[src/rtl/sop_pkg.sv]
// Shared definitions for the sum-of-products / FIR pipeline: mode encoding
// and the width helpers used to derive address and result widths.
package sop_pkg;

    typedef enum logic {
        MODE_SOP = 1'b0,
        MODE_FIR = 1'b1
    } mode_t;

    // Ceiling log2, usable in constant (parameter) context.
    function automatic int unsigned clog2(input int unsigned value);
        int unsigned bits;
        bits = 0;
        while ((32'd1 << bits) < value) begin
            bits++;
        end
        return bits;
    endfunction

    // Result width that holds TAPS full-width products without overflow.
    function automatic int unsigned acc_width(input int unsigned data_w,
                                              input int unsigned coef_w,
                                              input int unsigned taps);
        return data_w + coef_w + clog2(taps);
    endfunction

endpackage

[src/rtl/sop_adder_tree.sv]
// Combinational balanced adder tree: sums TAPS unsigned operands of IN_W
// bits into an IN_W+clog2(TAPS)-bit result. TAPS must be a power of two.
module sop_adder_tree
    import sop_pkg::*;
#(
    parameter int unsigned TAPS = 4,
    parameter int unsigned IN_W = 8,
    localparam int unsigned OUT_W = IN_W + clog2(TAPS)
) (
    input  logic [TAPS-1:0][IN_W-1:0] operands,
    output logic [OUT_W-1:0]          sum
);

    localparam int unsigned LEVELS = clog2(TAPS);

    // Level l holds TAPS>>l partial sums; each level is its own signal so the
    // tree has no self-referencing array.
    for (genvar l = 0; l <= LEVELS; l++) begin : g_lvl
        localparam int unsigned N = TAPS >> l;
        logic [OUT_W-1:0] node [N];
        for (genvar j = 0; j < N; j++) begin : g_node
            if (l == 0) begin : g_leaf
                assign node[j] = OUT_W'(operands[j]);
            end else begin : g_add
                assign node[j] = g_lvl[l-1].node[2*j] + g_lvl[l-1].node[2*j+1];
            end
        end
    end

    assign sum = g_lvl[LEVELS].node[0];

endmodule

[src/rtl/sop_fir_pipe.sv]
// Pipelined sum-of-products engine with a writable coefficient file.
// Mode SOP multiplies one sample by every coefficient; mode FIR runs the
// samples through a delay line. Stage 1 registers the products, stage 2
// registers the adder-tree sum; out_valid follows in_valid by two edges.
module sop_fir_pipe
    import sop_pkg::*;
#(
    parameter int unsigned DATA_W = 4,
    parameter int unsigned COEF_W = 4,
    parameter int unsigned TAPS   = 4,
    localparam int unsigned ADDR_W = clog2(TAPS),
    localparam int unsigned ACC_W  = acc_width(DATA_W, COEF_W, TAPS)
) (
    input  logic              clk,
    input  logic              rst,
    input  logic              in_valid,
    input  logic [DATA_W-1:0] data_in,
    input  logic              mode,
    input  logic              coef_we,
    input  logic [ADDR_W-1:0] coef_addr,
    input  logic [COEF_W-1:0] coef_data,
    output logic              out_valid,
    output logic [ACC_W-1:0]  sum_out
);

    localparam int unsigned PROD_W = DATA_W + COEF_W;

    logic [COEF_W-1:0]           coef   [TAPS];
    logic [DATA_W-1:0]           hist   [TAPS-1];
    logic [DATA_W-1:0]           x_next [TAPS];
    logic [TAPS-1:0][PROD_W-1:0] prod;
    logic                        v1;
    mode_t                       mode_in;
    mode_t                       mode_q;
    logic                        mode_change;
    logic [ACC_W-1:0]            tree_sum;

    assign mode_in     = mode_t'(mode);
    assign mode_change = (mode_in != mode_q);

    for (genvar i = 0; i < TAPS; i++) begin : g_tap
        // Tap operand: the current sample in SOP mode or for tap 0; otherwise
        // the delay-line history, seen as zero on the edge the mode switches.
        if (i == 0) begin : g_head
            assign x_next[i] = data_in;
        end else begin : g_tail
            assign x_next[i] = (mode_in == MODE_SOP) ? data_in
                             : (mode_change ? '0 : hist[i-1]);
        end

        // Coefficient file entry; a same-edge sample still multiplies by the old value.
        always_ff @(posedge clk) begin
            if (rst) begin
                coef[i] <= '0;
            end else if (coef_we && (coef_addr == ADDR_W'(i))) begin
                coef[i] <= coef_data;
            end
        end

        // Stage 1: product register for this tap.
        always_ff @(posedge clk) begin
            if (rst) begin
                prod[i] <= '0;
            end else if (in_valid) begin
                prod[i] <= PROD_W'(x_next[i]) * PROD_W'(coef[i]);
            end
        end
    end

    // Delay line: the FIR shift is the operand vector itself (already cleared on a
    // mode switch), so the same path covers shift, switch-and-capture and hold.
    always_ff @(posedge clk) begin
        if (rst) begin
            for (int unsigned k = 0; k < TAPS - 1; k++) begin
                hist[k] <= '0;
            end
        end else if (in_valid && (mode_in == MODE_FIR)) begin
            for (int unsigned k = 0; k < TAPS - 1; k++) begin
                hist[k] <= x_next[k];
            end
        end else if (mode_change) begin
            for (int unsigned k = 0; k < TAPS - 1; k++) begin
                hist[k] <= '0;
            end
        end
    end

    // Registered mode, used to detect a switch.
    always_ff @(posedge clk) begin
        if (rst) begin
            mode_q <= MODE_SOP;
        end else begin
            mode_q <= mode_in;
        end
    end

    sop_adder_tree #(
        .TAPS (TAPS),
        .IN_W (PROD_W)
    ) u_tree (
        .operands (prod),
        .sum      (tree_sum)
    );

    // Stage 2: valid pipe and result register; the result holds between valid samples.
    always_ff @(posedge clk) begin
        if (rst) begin
            v1        <= 1'b0;
            out_valid <= 1'b0;
            sum_out   <= '0;
        end else begin
            v1        <= in_valid;
            out_valid <= v1;
            if (v1) begin
                sum_out <= tree_sum;
            end
        end
    end

endmodule

[config.mk]
export PLATFORM = sky130hd
export DESIGN_NAME = sop_fir_pipe
export DESIGN_NICKNAME = d
export VERILOG_FILES = /design/src/rtl/sop_pkg.sv /design/src/rtl/sop_adder_tree.sv /design/src/rtl/sop_fir_pipe.sv
export SDC_FILE = /design/constraint.sdc
export NUM_CORES = 1
export LEC_CHECK = 0
export ABC_AREA = 1
export CAP_MARGIN = 20
export CORE_ASPECT_RATIO = 0.6
export CORE_UTILIZATION = 45
export CTS_CLUSTER_SIZE = 12
export DETAILED_ROUTE_END_ITERATION = 8
export GPL_ROUTABILITY_DRIVEN = 0
export GPL_TIMING_DRIVEN = 1
export PLACE_DENSITY = 0.7
export RECOVER_POWER = 100
export SLEW_MARGIN = 20
export SYNTH_ARGS = -nofsm -noshare
export SYNTH_HDL_FRONTEND = slang
export SYNTH_SLANG_ARGS = --single-unit
export TNS_END_PERCENT = 1
[constraint.sdc]
create_clock -name clk -period 3.7 [get_ports clk]
set_input_delay 1.11 -clock clk [delete_from_list [all_inputs] [get_ports clk]]
set_output_delay 1.11 -clock clk [all_outputs]
set_load 0.1 [all_outputs]
==> impl_metrics.yaml, run 1 <==
clock_network:
  hold_buffers: 0
  clockBufferDepth: 2
  cts_root_buffer: "clkbuf_16"
  htree_levels: 3
  cts_tree: "done"
  clk-insertion-delay-late_ns: 0.34
  cts_buffers: 9
  clkSlewWorstSetupHoldPaths_ns: 0.06
  cts_sinks: 73
logic_synthesis:
  synthTopCellsByCount: "156 x nor2_1, 127 x inv_1, 124 x nand2_1, 73 x ha_1, 45 x dfxtp_1"
  synth_edf_count: 28
  yosysWarningCount: 0
  mappedNetlistArea_mm2: 0.005590
  syn_area_per_cell_um2: 7.414
  synth_top_area_cell: "ha_1"
  synth_top_cells_by_area: "ha_1 16%, dfxtp_1 16%, edfxtp_1 15%"
  syn-num-nets: 861
  synth_cells: 754
  post_synth_num_cell_types: 27
  synth_top_area_share: 0.1634
  synth_seq_cells: 73
  seq_area_frac_synth: 0.3115
  synth_most_common_cell: "nor2_1"
  synthArstFlopShare: 0
  synth_ff_type: "dfxtp_1"
cells_and_area:
  instances_no_fill: 991
  multi_input_area_mm2: 0.003456
  n_antenna_cell: 0
  ff_latch_area_mm2: 0.001742
  nets: 928
  syn2layout_area_growth_pct: 20.48
  num-fill-cells: 1134
  layout-drive-gt1-share: 0.1186
detailed_routing:
  ant_nets: 0
  via_per_inst: 4.940
  drtIter0Drc: 308
  routedWlPerCell_um: 13.08
  via_count: 4896
  drtPass1Iterations: 5
  drc: 0
  wirelength_mm: 12.96
timing:
  rsz0062_at_grt: "false"
  finalCritPeriodShare: 0.9593
  worst_hold_slack_ns: 0.4697
  final.setup_skew_ns: 0.006210
  hold_viol_final: 0
  relSlewSlack: 0.1711
  worst_slew_pin_slew_ns: 1.243
  fmax_ghz: 0.2817
  finalMaxSlewViolations: 0
  setup_viol: 0
  fin_crit_ns: 3.549
power_and_ir_drop:
  p_per_area_mw_per_mm2: 410.1
  internal_power_mw: 1.832
  p_clk_frac: 0.339
  max-vdd-ir-drop_uv: 222.7
  pwr-share-seq: 0.341
  p_sw_mw: 0.9300
  p_leak_nw: 3.639
  switching_share: 0.3367
  combPwrFrac: 0.319
setup_path:
  cp-startpoint: "data_in[2]"
  worstSetupPathType: "input pin to flip-flop"
  worst-path-max-fanout: 3
  start_kind: "input pin"
  cp.required_ns: 3.93
  end_kind: "flip-flop"
  crit_arrival_ns: 3.78
  reg2reg_from: "mode_q"
die:
  row_count: 31
  die_w_um: 145.9
  initial_core_util: 0.4634
  die_h_um: 88.34
  io_pins: 26
  dieArea_mm2: 0.01289
  coreArea_mm2: 0.01206
grt:
  grt_use_total: 0.2205
  grt_pass1_vias: 4643
  grt_start_max_net_pins: 29
  grt_overflow: 0
  grt_pass1_wl_mm: 22.26
  antenna_found_initial: 0
place:
  dpl.cell_count: 973
  place.port_buffers: 25
  dp_hpwl_mm: 9.948
min_path:
  min-delay-start: "prod[0]"
  hold_class: "flip-flop to flip-flop"
status:
  status: "complete, no violations"
run:
  cap_violations: 0
[power groups by stage]
stage,clock [mW],sequential (mW),combinational (mW)
4_1_cts,0.950,0.942,0.867
3_3_place_gp,0,0.958,0.837
5_1_grt,0.992,0.949,1.00
6_report,0.938,0.942,0.882
3_5_place_dp,0,0.957,0.847
2_1_floorplan,0,1.02,0.537
[final cells by class]
class,instances,share of cell area
clock buffer,11,0.03455
clock inverter,5,0.01170
inverter,130,0.07245
multi-input combinational,534,0.5131
sequential,73,0.2586
tap,165,0.03065
timing repair buffer,73,0.07895
[critical path, cell delays in order]
cell and delay [ns]:
dlygate4sd2_1 0.31, o21ai_4 0.25, nor2_2 0.05, buf_4 0.15
buf_4 0.12, inv_1 0.06, nor2_1 0.05, fa_1 0.48
ha_4 0.29, ha_4 0.19, or2_2 0.28, nand3b_1 0.11
nand2_1 0.06, nand2_1 0.09, nand3_2 0.06, nand2_1 0.07
inv_1 0.05
[worst paths after layout]
path         endpoint  slack, ns  depth (start not counted)
max reg2reg  prod[22]       0.75                         13
min reg2reg   prod[0]       0.47                          2
min           prod[0]       0.47                          2
max          prod[31]       0.15                         17
[state kept, by name, indices dropped and copies added (netlist names)]
name and flops:
sum_out 10, v1 1, coef 16, hist 12, mode_q 1, out_valid 1, prod 32
[stage by stage]
stage	TNS [ns]	utilization	power, mW	setup WS [ns]	area (µm²)
final	0	0.5583	2.762	0.1506	6735
after global routing	0	0.5583	2.946	0.002998	6735
after CTS	0	0.5538	2.759	0.01311	6680
after detailed placement	-10.57	0.5220	1.805	-0.7183	6297
after global placement	-9.095	0.5220	1.795	-0.6324	6297
after floorplan	0	-	1.558	0.01136	5597
[logic make-up after synthesis]
family          share of synthesized area
compound gates                    0.07699
xor+xnor                          0.03290
buf+inv                            0.1005
simple gates                       0.2466
flops                              0.3115
fa+ha+maj                          0.2314
[layer usage]
| layer | track usage | part of all wire | wire [µm] |
|---|---|---|---|
| met4 | 0.05550 | 0.011 | 138 |
| met5 | 0 | 0 | 0 |
| met3 | 0.04742 | 0.055 | 718 |
| met1 | 0.3137 | 0.52 | 6770 |
| met2 | 0.3419 | 0.41 | 5334 |
[placed cells by master (no fill, tap or decap), types with 2 or more instances in the layout]
cell / netlist / routed
fa_1: 19 / 15
nor2_1: 156 / 147
ha_4: 0 / 4
clkbuf_16: 0 / 9
or2_2: 3 / 3
fa_2: 0 / 4
a21oi_1: 34 / 32
nand4_1: 10 / 10
o21ai_4: 0 / 4
ha_1: 73 / 69
clkbuf_1: 7 / 15
a21oi_2: 0 / 2
nand2_1: 124 / 121
nor2_2: 0 / 7
inv_2: 2 / 4
nor2_4: 0 / 2
xor2_1: 13 / 13
o21ai_0: 36 / 31
inv_1: 127 / 125
a21o_1: 3 / 3
clkinv_2: 0 / 2
xnor2_1: 8 / 8
dlygate4sd3_1: 0 / 2
buf_4: 0 / 45
nand3b_1: 3 / 3
o211ai_1: 2 / 2
clkdlybuf4s50_1: 0 / 7
edfxtp_1: 28 / 28
a31oi_1: 3 / 3
bufinv_16: 0 / 2
nand2_2: 0 / 3
nand3_1: 42 / 41
dlygate4sd2_1: 0 / 3
dfxtp_1: 45 / 45
[what timing repair did]
item                                    4_1_cts  5_1_grt
resized for setup                            22       23
hold endpoints to repair                      0        0
pin swaps                                     9       17
buffers inserted                              2        0
endpoints found under the setup margin       15       12
Power figures use the tool's default switching activity.
==> run 2, diff against run 1 <==
==> constraint.sdc (replaced) <==
create_clock -name clk -period 2.87 [get_ports clk]
set_input_delay 0.861 -clock clk [delete_from_list [all_inputs] [get_ports clk]]
set_output_delay 0.861 -clock clk [all_outputs]
set_load 0.1 [all_outputs]
==> run 2 against run 1 <==
The run now ends with setup timing left. Routed wire length rose by 6.1%. First-iteration DRC count decreased by 1.6%. Critical path depth down 1. Sequential power grew 28%. Total power grew 28%. Sequential cell count unchanged. Sequential share of layout area shrank 0.35 points. Register-to-register slack worse by 0.82 ns. Count of clock-buffer cells in the layout down 1. Global-route usage rose by 1.0 points. Critical path type unchanged. Critical endpoint is now prod[22].
==> impl_metrics.yaml, run 2 (same netlist as run 1, synthesis figures left out) <==
setup_path:
  worst-path-max-fanout: 5
  cp.required_ns: 3.11
  r2r_cells: 14
  reg2reg_from: "mode_q"
  worstSetupPathType: "input pin to flip-flop"
  start_kind: "input pin"
  rrSetupSlack_ns: -0.07
  r2r_end: "prod[22]"
  end_kind: "flip-flop"
  crit_arrival_ns: 3.52
detailed_routing:
  drtIter0Drc: 303
  via_count: 5043
  wirelength_mm: 13.75
  drtPass1Iterations: 5
  via_per_inst: 5.063
  ant_nets: 0
  routedWlPerCell_um: 13.81
  drc: 0
cells_and_area:
  syn2layout_area_growth_pct: 22.11
  layout_common_cells: "144 x nor2_1, 120 x inv_1, 115 x nand2_1, 65 x ha_1, 49 x buf_4"
  regMostFlops: "prod"
  nets: 933
  largest_reg_flops: 32
  top_regs: "prod: 32 flops, coef: 16 flops, hist: 12 flops"
  n_antenna_cell: 0
  final_common_cell: "nor2_1"
  layout-drive-gt1-share: 0.1528
  instances_no_fill: 996
status:
  status: "finished with violations"
  violations: "setup timing"
min_path:
  holdPathEnd: "prod[0]"
  hold_class: "flip-flop to flip-flop"
  hold_depth: 2
  min-delay-start: "prod[0]"
place:
  place_ws_ns: -1.156
  place.port_buffers: 25
  dpl.cell_count: 973
  dp_hpwl_mm: 10.53
die:
  io_pins: 26
  coreArea_mm2: 0.01206
  initial_core_util: 0.4634
  row_count: 31
  dieArea_mm2: 0.01289
  die_h_um: 88.34
  die_w_um: 145.9
power_and_ir_drop:
  p_leak_nw: 3.618
  max-vdd-ir-drop_uv: 329.3
  p_per_area_mw_per_mm2: 517.8
timing:
  finalMaxSlewViolations: 0
  finalWorstSetupSlack_ns: -0.4151
  hold_viol_final: 0
  final.setup_skew_ns: 0.006242
  fmax_ghz: 0.3044
  fin_crit_ns: 3.285
  tns_ns: -4.638
  relSlewSlack: 0.2097
  setup_viol: 21
  rsz0062_at_grt: "true"
  worst_slew_pin_slew_ns: 1.185
  finalCritPeriodShare: 1.145
clock_network:
  clk-insertion-delay-late_ns: 0.34
  cts_sinks: 73
  clkSlewWorstSetupHoldPaths_ns: 0.06
  cts_tree: "done"
  cts_root_buffer: "clkbuf_16"
  clockBufferDepth: 2
  cts_buffers: 9
  htree_levels: 3
grt:
  grt_use_total: 0.2307
  grt_start_max_net_pins: 28
  grt_pass1_wl_mm: 23.15
  antenna_found_initial: 0
  grt_overflow: 0
  grt_pass1_vias: 4882
run:
  cap_violations: 0
## run 2: cell count changes in the layout (fill, tap and decap cells not counted), moves of 4 or more
cell | before | now
buf_4 | 45 | 49
ha_1 | 69 | 65
inv_1 | 125 | 120
inv_2 | 4 | 8
nand2_1 | 121 | 115
nand2_2 | 3 | 9
o21ai_0 | 31 | 23
o21ai_1 | 1 | 9
## run 2: worst max-delay path by stage
stage,startpoint,to,cells past startpoint
3_5_place_dp,mode,prod[22],15
2_1_floorplan,mode,prod[21],16
4_1_cts,mode,prod[22],15
5_1_grt,mode,prod[21],18
6_report,mode,prod[22],16
3_3_place_gp,mode,prod[13],17
## run 2: power by group
group / total, mW / switching [mW] / internal [mW]
clock: 1.11 / 0.440 / 0.667
combinational: 1.22 / 0.742 / 0.473
sequential: 1.21 / 0.0516 / 1.16
total: 3.54 / 1.23 / 2.30
## run 2: worst max-delay path: stages
cell and delay, ns:
buf_8 0.10, inv_4 0.05, or2_4 0.16, buf_6 0.11, o21ai_4 0.08, nor2_4 0.15, nand2_2 0.07, fa_1 0.53
inv_2 0.04, fa_1 0.54, inv_2 0.05, fa_2 0.37, o21ai_2 0.16, nor2_1 0.07, o21ai_1 0.13, inv_1 0.05
## run 2: timing repair
item                                    4_1_cts  5_1_grt
hold buffers                                  0        0
pin swaps                                    16       29
resized for setup                            30       43
endpoints found under the setup margin       23       22
buffers inserted                              3        4
gates cloned                                  0        0
## run 2: cell type report
class	instances	area, µm²
Fill cell	1075	5236
Multi-Input combinational cell	534	3531
Sequential cell	73	1742
Timing Repair Buffer	78	569.3
Inverter	130	490.5
Clock buffer	10	229.0
Tap cell	165	206.4
Clock inverter	6	58.81
## run 2: per-layer routing
layer	up-vias	global-route usage	share of wire	routed length [µm]
met1	2369	0.3029	0.47	6516
met5	-	0	0	0
met3	22	0.05000	0.054	737
met4	0	0.08038	0.017	237
li1	2535	-	-	-
met2	117	0.3815	0.46	6261
## run 2: through the flow
step / area (µm²) / utilization / power, mW / hold slack, ns
after floorplan: 5668 / - / 2.024 / 0.4497
after detailed placement: 6369 / 0.5280 / 2.360 / 0.4637
after CTS: 6755 / 0.5600 / 3.503 / 0.4731
after global placement: 6369 / 0.5280 / 2.324 / 0.4650
final: 6827 / 0.5659 / 3.535 / 0.4764
after global routing: 6827 / 0.5659 / 3.761 / 0.4944
==> run 3, diff against run 2 <==
--- a/config.mk
+++ b/config.mk
@@ -12,7 +12,7 @@
 export CTS_CLUSTER_SIZE = 12
 export DETAILED_ROUTE_END_ITERATION = 8
 export GPL_ROUTABILITY_DRIVEN = 0
-export GPL_TIMING_DRIVEN = 1
+export GPL_TIMING_DRIVEN = 0
 export PLACE_DENSITY = 0.7
 export RECOVER_POWER = 100
 export SLEW_MARGIN = 20
==> run 3 against run 2 <==
The flow still finishes with violations (setup timing). Final area decreased by 3.0%. Sequential power about the same. Core utilization down 1.7 points. Critical path depth unchanged. Non-clock buffer count decreased by 32. Register-to-register slack improved by 0.08 ns. Maximum frequency is 2.2% higher. Via count decreased by 3.4%.
==> impl_metrics.yaml, run 3 (same netlist as run 1, synthesis figures left out) <==
detailed_routing:
  drc: 0
  via_per_inst: 5.055
  drtIter0Drc: 398
  via_count: 4873
  ant_nets: 0
  wirelength_mm: 13.24
  drtPass1Iterations: 5
  routedWlPerCell_um: 13.73
cells_and_area:
  largest_reg_flops: 32
  nets: 901
  multi_input_area_mm2: 0.003545
  final_core_util: 0.5492
  layout_common_cells: "146 x nor2_1, 120 x inv_1, 117 x nand2_1, 63 x ha_1, 45 x dfxtp_1"
  regMostFlops: "prod"
  syn2layout_area_growth_pct: 18.51
  final_common_cell: "nor2_1"
  num-fill-cells: 1129
  layout-drive-gt1-share: 0.1101
  ff_latch_area_mm2: 0.001742
  n_antenna_cell: 0
  top_regs: "prod: 32 flops, coef: 16 flops, hist: 12 flops"
timing:
  hold_viol_final: 0
  setup_viol: 15
  finalWorstSetupSlack_ns: -0.3430
  final.setup_skew_ns: 0.004790
  fin_crit_ns: 3.213
  rsz0062_at_grt: "true"
  relSlewSlack: 0.3538
  finalCritPeriodShare: 1.120
  worst_slew_pin_slew_ns: 0.9663
  fmax_ghz: 0.3112
  finalMaxSlewViolations: 0
clock_network:
  cts_buffers: 9
  clk-insertion-delay-late_ns: 0.34
  cts_root_buffer: "clkbuf_16"
  cts_tree: "done"
  htree_levels: 3
  clkSlewWorstSetupHoldPaths_ns: 0.06
  cts_sinks: 73
  clockBufferDepth: 2
die:
  die_w_um: 145.9
  initial_core_util: 0.4634
  io_pins: 26
  dieArea_mm2: 0.01289
  die_h_um: 88.34
  coreArea_mm2: 0.01206
  row_count: 31
setup_path:
  path_cells: "buf_12, inv_8, or2_4, o21ai_2, o21bai_2, nor2_1, fa_1, ha_1, ha_4, or2_2, nand3b_1, nand2_1, nand2_1, nand3_2, nand2_1, inv_1"
  crit_arrival_ns: 3.46
  worstSetupPathType: "input pin to flip-flop"
  crit_buf_inv: 3
  crit_family: "simple AND/OR/NAND/NOR gates"
  end_kind: "flip-flop"
  start_kind: "input pin"
  cp.required_ns: 3.11
  cpMostUsedCell: "nand2_1"
  critPathMaxStageDelay_ns: 0.45
  worst-path-max-fanout: 5
  cp_slowest_cell: "fa_1"
grt:
  grt_pass1_vias: 4534
  use_met2: 0.3367
  grt_overflow: 0
  met3_usage: 0.04897
  grt_use_total: 0.2215
  grt_pass1_wl_mm: 22.00
  antenna_found_initial: 0
  grtUsageMet1: 0.3216
  grt_busiest_layer: "met2"
  grt_start_max_net_pins: 13
power_and_ir_drop:
  internal_power_mw: 2.245
  p_sw_mw: 1.218
  combPwrFrac: 0.331
  p_clk_frac: 0.320
  pwr-share-seq: 0.349
  p_per_area_mw_per_mm2: 522.7
  fin_total_pwr_mw: 3.463
  p_leak_nw: 3.464
  max-vdd-ir-drop_uv: 337.4
  switching_share: 0.3519
status:
  violations: "setup timing"
  status: "finished with violations"
place:
  dp_hpwl_mm: 10.21
  place.port_buffers: 23
run:
  cap_violations: 0
min_path:
  hold_class: "flip-flop to flip-flop"
-- run 3: routing by layer --
layer | vias to the layer above | part of all wire
met5 | - | 0
met4 | 0 | 0.0090
met3 | 11 | 0.064
met2 | 109 | 0.40
met1 | 2285 | 0.52
li1 | 2468 | -
-- run 3: power groups by stage --
stage / sequential [mW] / clock [mW] / combinational [mW]
2_1_floorplan: 1.32 / 0 / 0.708
3_3_place_gp: 1.23 / 0 / 1.04
3_5_place_dp: 1.23 / 0 / 1.05
4_1_cts: 1.21 / 1.11 / 1.10
5_1_grt: 1.22 / 1.15 / 1.29
6_report: 1.21 / 1.11 / 1.15
-- run 3: tightest hold or removal path, delay by kind of cell (launching register included) --
family | cells | cell delay, ns
compound gates | 1 | 0.06
flops | 1 | 0.31
simple gates | 1 | 0.06
-- run 3: path summary, 6_finish.rpt --
path	end	cells after the start	slack [ns]	from
hold / removal	prod[0]	2	0.47	prod[0]
setup / recovery	prod[31]	16	-0.34	mode
hold reg to reg	prod[0]	2	0.47	prod[0]
setup reg to reg	prod[31]	14	0.01	mode_q
-- run 3: area by class of cell --
class / count / area share
Multi-Input combinational cell: 534 / 0.5350
Sequential cell: 73 / 0.2629
Inverter: 130 / 0.07479
Timing Repair Buffer: 29 / 0.04117
Clock buffer: 12 / 0.04042
Tap cell: 165 / 0.03116
Buffer: 17 / 0.01114
Clock inverter: 4 / 0.003399
-- run 3: what timing repair did --
item,CTS,global route
pin swaps,36,12
gates resized for setup,59,23
setup buffers,6,0
gates cloned,0,0
setup endpoints to repair,23,21
hold buffers,0,0
-- run 3: through the flow --
step / TNS, ns / instances / area (µm²) / setup slack, ns / hold WS (ns)
final: -3.734 / 964 / 6625 / -0.3430 / 0.4735
after global routing: -5.513 / 964 / 6625 / -0.4663 / 0.5201
after CTS: -3.792 / 964 / 6536 / -0.3412 / 0.4759
after detailed placement: -28.06 / 942 / 6105 / -1.398 / 0.4651
after global placement: -27.42 / 942 / 6105 / -1.415 / 0.4620
after floorplan: -5.261 / 754 / 5668 / -0.3879 / 0.4497
